==> src/rtl/reg_file.sv <==
// Register file for the CPU datapath: one write port, two bypassed combinational read ports, R0 fixed at zero.
// A valid/ready dump FSM streams every register out in address order for debug.
module reg_file #(
    parameter int WIDTH = 8,
    parameter int DEPTH = 8,
    parameter int AW    = $clog2(DEPTH)
) (
    input  logic             CLK,
    input  logic             RST,
    input  logic             WE,
    input  logic [AW-1:0]    WA,
    input  logic [WIDTH-1:0] WD,
    input  logic [AW-1:0]    RA1,
    output logic [WIDTH-1:0] RD1,
    input  logic [AW-1:0]    RA2,
    output logic [WIDTH-1:0] RD2,
    input  logic             DUMP_START,
    input  logic             DUMP_READY,
    output logic             DUMP_VALID,
    output logic [AW-1:0]    DUMP_ADDR,
    output logic [WIDTH-1:0] DUMP_DATA,
    output logic             DUMP_BUSY,
    output logic             DUMP_DONE
);

    localparam logic [AW-1:0] LAST_ADDR = AW'(DEPTH - 1);

    typedef enum logic {
        ST_IDLE = 1'b0,
        ST_SCAN = 1'b1
    } dump_state_e;

    logic [WIDTH-1:0] regs_q [DEPTH];

    dump_state_e      state_q;
    logic             dump_valid_q;
    logic             dump_busy_q;
    logic             dump_done_q;
    logic [AW-1:0]    dump_addr_q;
    logic [WIDTH-1:0] dump_data_q;

    logic [AW-1:0]    dump_addr_d;
    logic [WIDTH-1:0] dump_data_d;

    // Returns the value the addressed register will hold after the current edge.
    function automatic logic [WIDTH-1:0] bypass_read(
        input logic [AW-1:0]    ra,
        input logic             we,
        input logic [AW-1:0]    wa,
        input logic [WIDTH-1:0] wd,
        input logic [WIDTH-1:0] stored
    );
        logic [WIDTH-1:0] val;
        if (ra == '0) begin
            val = '0;
        end else if (we && (wa == ra)) begin
            val = wd;
        end else begin
            val = stored;
        end
        return val;
    endfunction

    // Read ports and the next dump beat value.
    always_comb begin
        RD1         = bypass_read(RA1, WE, WA, WD, regs_q[RA1]);
        RD2         = bypass_read(RA2, WE, WA, WD, regs_q[RA2]);
        dump_addr_d = dump_addr_q + AW'(1);
        dump_data_d = bypass_read(dump_addr_d, WE, WA, WD, regs_q[dump_addr_d]);
    end

    // Storage update; address 0 is never written so it stays at zero.
    always_ff @(posedge CLK) begin
        if (RST) begin
            for (int i = 0; i < DEPTH; i++) begin
                regs_q[i] <= '0;
            end
        end else if (WE && (WA != '0)) begin
            regs_q[WA] <= WD;
        end else begin
            regs_q[0] <= '0;
        end
    end

    // Dump FSM with registered beat outputs.
    always_ff @(posedge CLK) begin
        if (RST) begin
            state_q      <= ST_IDLE;
            dump_valid_q <= 1'b0;
            dump_busy_q  <= 1'b0;
            dump_done_q  <= 1'b0;
            dump_addr_q  <= '0;
            dump_data_q  <= '0;
        end else begin
            case (state_q)
                ST_IDLE: begin
                    dump_done_q <= 1'b0;
                    if (DUMP_START) begin
                        state_q      <= ST_SCAN;
                        dump_valid_q <= 1'b1;
                        dump_busy_q  <= 1'b1;
                        dump_addr_q  <= '0;
                        dump_data_q  <= '0;
                    end else begin
                        state_q      <= ST_IDLE;
                    end
                end
                ST_SCAN: begin
                    dump_done_q <= 1'b0;
                    if (dump_valid_q && DUMP_READY) begin
                        if (dump_addr_q == LAST_ADDR) begin
                            state_q      <= ST_IDLE;
                            dump_valid_q <= 1'b0;
                            dump_busy_q  <= 1'b0;
                            dump_done_q  <= 1'b1;
                        end else begin
                            dump_addr_q  <= dump_addr_d;
                            dump_data_q  <= dump_data_d;
                        end
                    end else begin
                        state_q <= ST_SCAN;
                    end
                end
                default: begin
                    state_q      <= ST_IDLE;
                    dump_valid_q <= 1'b0;
                    dump_busy_q  <= 1'b0;
                    dump_done_q  <= 1'b0;
                    dump_addr_q  <= '0;
                    dump_data_q  <= '0;
                end
            endcase
        end
    end

    assign DUMP_VALID = dump_valid_q;
    assign DUMP_BUSY  = dump_busy_q;
    assign DUMP_DONE  = dump_done_q;
    assign DUMP_ADDR  = dump_addr_q;
    assign DUMP_DATA  = dump_data_q;

endmodule

==> config.mk <==
export PLATFORM = sky130hd
export DESIGN_NAME = reg_file
export DESIGN_NICKNAME = d
export VERILOG_FILES = /design/src/rtl/reg_file.sv
export SDC_FILE = /design/constraint.sdc
export NUM_CORES = 1
export LEC_CHECK = 0
export CAP_MARGIN = 5
export CORE_UTILIZATION = 53
export CTS_CLUSTER_SIZE = 8
export DETAILED_ROUTE_END_ITERATION = 8
export PLACE_DENSITY = 0.76
export SETUP_SLACK_MARGIN = 0.05
export SLEW_MARGIN = 20
export SYNTH_ARGS = -nofsm -noshare
export SYNTH_HDL_FRONTEND = slang
export SYNTH_SLANG_ARGS = --single-unit
==> constraint.sdc <==
create_clock -name CLK -period 4.9 [get_ports CLK]
set_clock_uncertainty 0.1 [all_clocks]
set_input_delay 0.98 -clock CLK [delete_from_list [all_inputs] [get_ports CLK]]
set_output_delay 0.98 -clock CLK [all_outputs]
set_load 0.01 [all_outputs]
## Word level (Yosys, flattened, before mapping)

Memories as Yosys holds them, arrays and structs flattened.
Cells that the tools add are included.

| word-level totals | value |
|---|---|
| bits in registers | 14 |
| RAM bits | 64 |
| input bits | 22 |
| output and inout port bits | 30 |
| logic and storage cells | 66 |
| memories | 1 |

Memory list:

| name | words | bits a word | rd ports | clocked after Yosys merged registers in | wr ports | RTL line | text |
|---|---|---|---|---|---|---|---|
| regs_q | 8 | 8 | 3 | 0 | 8 | 33 | `logic [WIDTH-1:0] regs_q [DEPTH];` |

| operators by class | value |
|---|---|
| add/subtract/negate cells | 1 |
| eq/ne operators | 8 |
| multiplexer cells | 37 |
| bitwise gates (word level) | 2 |
| reductions and logical operators | 12 |

Operators with widths:

| kind | count |
|---|---|
| two-way mux 8 bit | 11 |
| two-way mux 1 bit | 17 |
| case mux 8 bit (2 select lines) | 1 |
| two-way mux 3 bit | 4 |
| equality test 3 bit | 3 |
| logical NOT 3 bit | 3 |
| OR reduction 8 bit | 1 |
| case mux 1 bit (2 select lines) | 3 |
| case mux 3 bit (2 select lines) | 1 |
| AND reduction 3 bit | 2 |
| logical AND 1 bit | 5 |
| != test 2 x 1 -> 1 bit (second input constant) | 2 |
| != test 2 bit (second input constant) | 2 |
| adder 3 x 1 -> 3 bit (second input constant) | 1 |
| equality test 3 bit (second input constant) | 1 |
| nonzero test 3 bit | 1 |
| inverter 1 bit | 1 |
| OR 1 bit | 1 |

## Logic depth before layout (Yosys ltp)

| logic depth | value |
|---|---|
| word-level depth | 8 |
| mapped depth | 7 |
| mapped depth without buffers | 6 |

## Least setup slack after synthesis

Ideal clock, no wire load.

| path | value |
|---|---|
| kind | input-to-output |
| from | input port RA1[1] |
| to | output port RD1[0] |
| arrival time | 2.110 ns |
| required time | 3.820 ns |
| setup slack | 1.710 ns |
| stages | 5 |
| buffers on the path | 2 |
| cells stage by stage | buf_4 -> buf_4 -> mux4_2 -> mux2i_1 -> a211oi_1 |

| between the ends | value |
|---|---|
| cells in the longest elaborated chain, start to end | 4 |
| elaborated cells between the ends (all ways) | 6 |
| classes of those cells | eq/ne (1); mux (2); reduce/logical (2); memory (1) |

RTL lines:

| item | RTL line | text |
|---|---|---|
| start: declaration | 13 | `input logic [AW-1:0] RA1,` |
| parallel branches: the longest is 3 deep, another holds memory (8 x 8 bit) | - |  |
| two-way mux 8 bit (*) | 54 | `if (ra == '0) begin` |
| end: declaration | 14 | `output logic [WIDTH-1:0] RD1,` |

Mark *: on every way between the ends.

## Worst setup path after layout

| path | value |
|---|---|
| from | input port RA1[2] |
| to | output port RD1[0] |

The elaborated chain is that of the path after synthesis.

==> out/metrics.cfg <==
[finish]
mostFrequentLayoutCell=edfxtp_1
final_cell_mix=64 x edfxtp_1, 51 x nor3_1, 51 x clkdlybuf4s50_1, 48 x mux2i_1, 32 x mux4_2
final.fill_count=682
antenna_cells=0
drive_gt1_frac=0.159
nets=474
final_cell_area_sq_um=5580
area_delta_synth_final_pct=17.9
fin_util=0.643

[global_route]
antenna_found_initial=0
grt_pass1_vias=3372
grt_max_degree=37
grt_pass1_wl_mm=19.6
grt_overflow=0
grtUsageTotal=0.299

[pwr]
peakVddDrop_mv=0.247
power_density_nw_per_um2=290
leakage_nw=1.83

[sta]
drv_slew=0
period_needed_ps=4420
fin_tns_setup_ps=0
fmax_mhz=226
period_share=0.901
rsz0062_at_grt=false
setup_viol=0
whs_ps=383
slew_headroom=0.228
worst_pin_slew_ps=1150
hold_viol_final=0
layout_setup_ws_ps=483

[clock_network]
cts_made_buffers=9
path_clk_slew_ps=90
postCtsResizedCells=0
cts_setup_buffers=0
cts_tree=yes
cts-htree-levels=3
cts_hold_buffers=0
clock_sinks=78
clock_path_buffers=2
cts-root-buf=clkbuf_8
clock_latency_ps=360

[route]
num_vias=3749
wl_per_cell_microns=23.3
firstDrtPassIters=7
drt.antenna.violating_nets=0
viasPerCell=6.67
totalWireLength_mm=13.1
drtIter0Drc=372
route.detailed.drc=0

[die]
initial_core_util=0.546
die_h_microns=96.5
io_pins=52
die_w_microns=96.5
die_area_sq_um=9320
core_area_sq_um=8680
rows=34

[placed_design]
gp_congestion=0.981
dpl_worst_slack_ps=510
place_hpwl_mm=9.49
io_buffers=51
placed_cell_area_sq_um=5370

[synth]
synth-seq-area-share=0.465
synth_edf_count=64
async_flop_share=0
syn_area_sq_um=4740
syn_avg_cell_area_sq_um=11.9
synthCells=397
synth.distinct_cells=34
ys_seq_elements=78
synthFlopType=edfxtp_1
ys_warn_count=0

[critical_path]
startpoint_type=input port
cp_max_fo=11
cp.arrival_ps=3340
end_kind=primary output
reg2reg_depth=7
crit_type=input port to primary output
required_ps=3820

[job]
cap_violations=0

[worst_hold_path]
hp-class=flip-flop to flip-flop
holdPathStages=2

[outcome]
status=finished, final reports clean

-- where the power goes --
part           internal (mW)  total (mW)  switching, mW  leakage, nW
Combinational          0.157       0.304          0.146        0.989
Clock                  0.248       0.516          0.269        0.105
Sequential             0.758       0.800         0.0427        0.732
-- stage by stage --
step                total power [mW]  instances
floorplan                      0.982        404
global placement                1.11        546
detailed placement              1.11        546
CTS                             1.62        562
global route                    1.68        562
finish                          1.62        562
-- layout make-up --
class / count / area [sq um] / area share
Clock inverter: 7 / 86.3 / 0.0155
Timing Repair Buffer: 72 / 668 / 0.120
Sequential cell: 78 / 2200 / 0.394
Tap cell: 108 / 135 / 0.0242
Clock buffer: 9 / 124 / 0.0222
Inverter: 9 / 33.8 / 0.00605
Multi-Input combinational cell: 279 / 2330 / 0.418
-- critical path, stage by stage --
cell and delay (ps):
clkdlybuf4s50_1 700, nor3_1 970, a211oi_1 130, clkdlybuf4s50_1 540
-- path summary, 6_finish.rpt --
| kind | from | to | slack, ps |
|---|---|---|---|
| max | RA1[2] | RD1[0] | 480 |
| min | DUMP_DATA[3]$_SDFFE_PP0P_ | DUMP_DATA[3]$_SDFFE_PP0P_ | 380 |
| max reg2reg | DUMP_ADDR[0]$_SDFFE_PP0P_ | DUMP_DATA[5]$_SDFFE_PP0P_ | 2270 |
| min reg2reg | DUMP_DATA[3]$_SDFFE_PP0P_ | DUMP_DATA[3]$_SDFFE_PP0P_ | 380 |
-- synth_stat cells, types with 2 or more instances --
| cell type | n | area, sq um |
|---|---|---|
| edfxtp_1 | 64 | 1920 |
| nor3_1 | 52 | 260 |
| mux2i_1 | 48 | 480 |
| mux4_2 | 32 | 721 |
| nor2_1 | 28 | 105 |
| a211oi_1 | 16 | 120 |
| nand2_1 | 16 | 60.1 |
| o22ai_1 | 16 | 100 |
| clkbuf_1 | 15 | 56.3 |
| dfxtp_1 | 14 | 280 |
| buf_2 | 11 | 55.1 |
| buf_4 | 10 | 75.1 |
| inv_1 | 9 | 33.8 |
| nor4_1 | 8 | 50.1 |
| xnor2_1 | 8 | 70.1 |
| nand2b_1 | 7 | 43.8 |
| o221ai_1 | 7 | 61.3 |
| o21ai_0 | 6 | 30.0 |
| a21oi_1 | 5 | 25.0 |
| nand3_1 | 4 | 20.0 |
| ha_1 | 3 | 37.5 |
| nand4_1 | 3 | 18.8 |
| nor2b_1 | 2 | 12.5 |
| o211ai_1 | 2 | 15.0 |
| o31ai_1 | 2 | 15.0 |
-- sequential cells by signal, indices dropped and copies added, names as in the netlist --
register and cells:
DUMP_DONE 1, regs_q 64, DUMP_ADDR 3, state_q 1, DUMP_DATA 8, DUMP_BUSY 1
-- layer usage --
layer	up-vias	part of all wire	GRT usage
li1	1660	-	-
met1	1819	0.42	0.433
met2	239	0.44	0.431
met3	31	0.12	0.0767
met4	0	0.024	0.114
met5	-	0	0
-- logic make-up after synthesis --
kind of cell	count (synthesis)	synth area share
adder cells (fa/ha/maj)	3	0.00793
XOR/XNOR	9	0.0166
other	1	0.000792
AND/OR/NAND/NOR	125	0.129
flip-flops	78	0.465
buffers and inverters	47	0.0497
multiplexers	80	0.254
AO/OA/AOI/OAI	54	0.0774
Note: power is estimated with default switching activity, not from simulation.
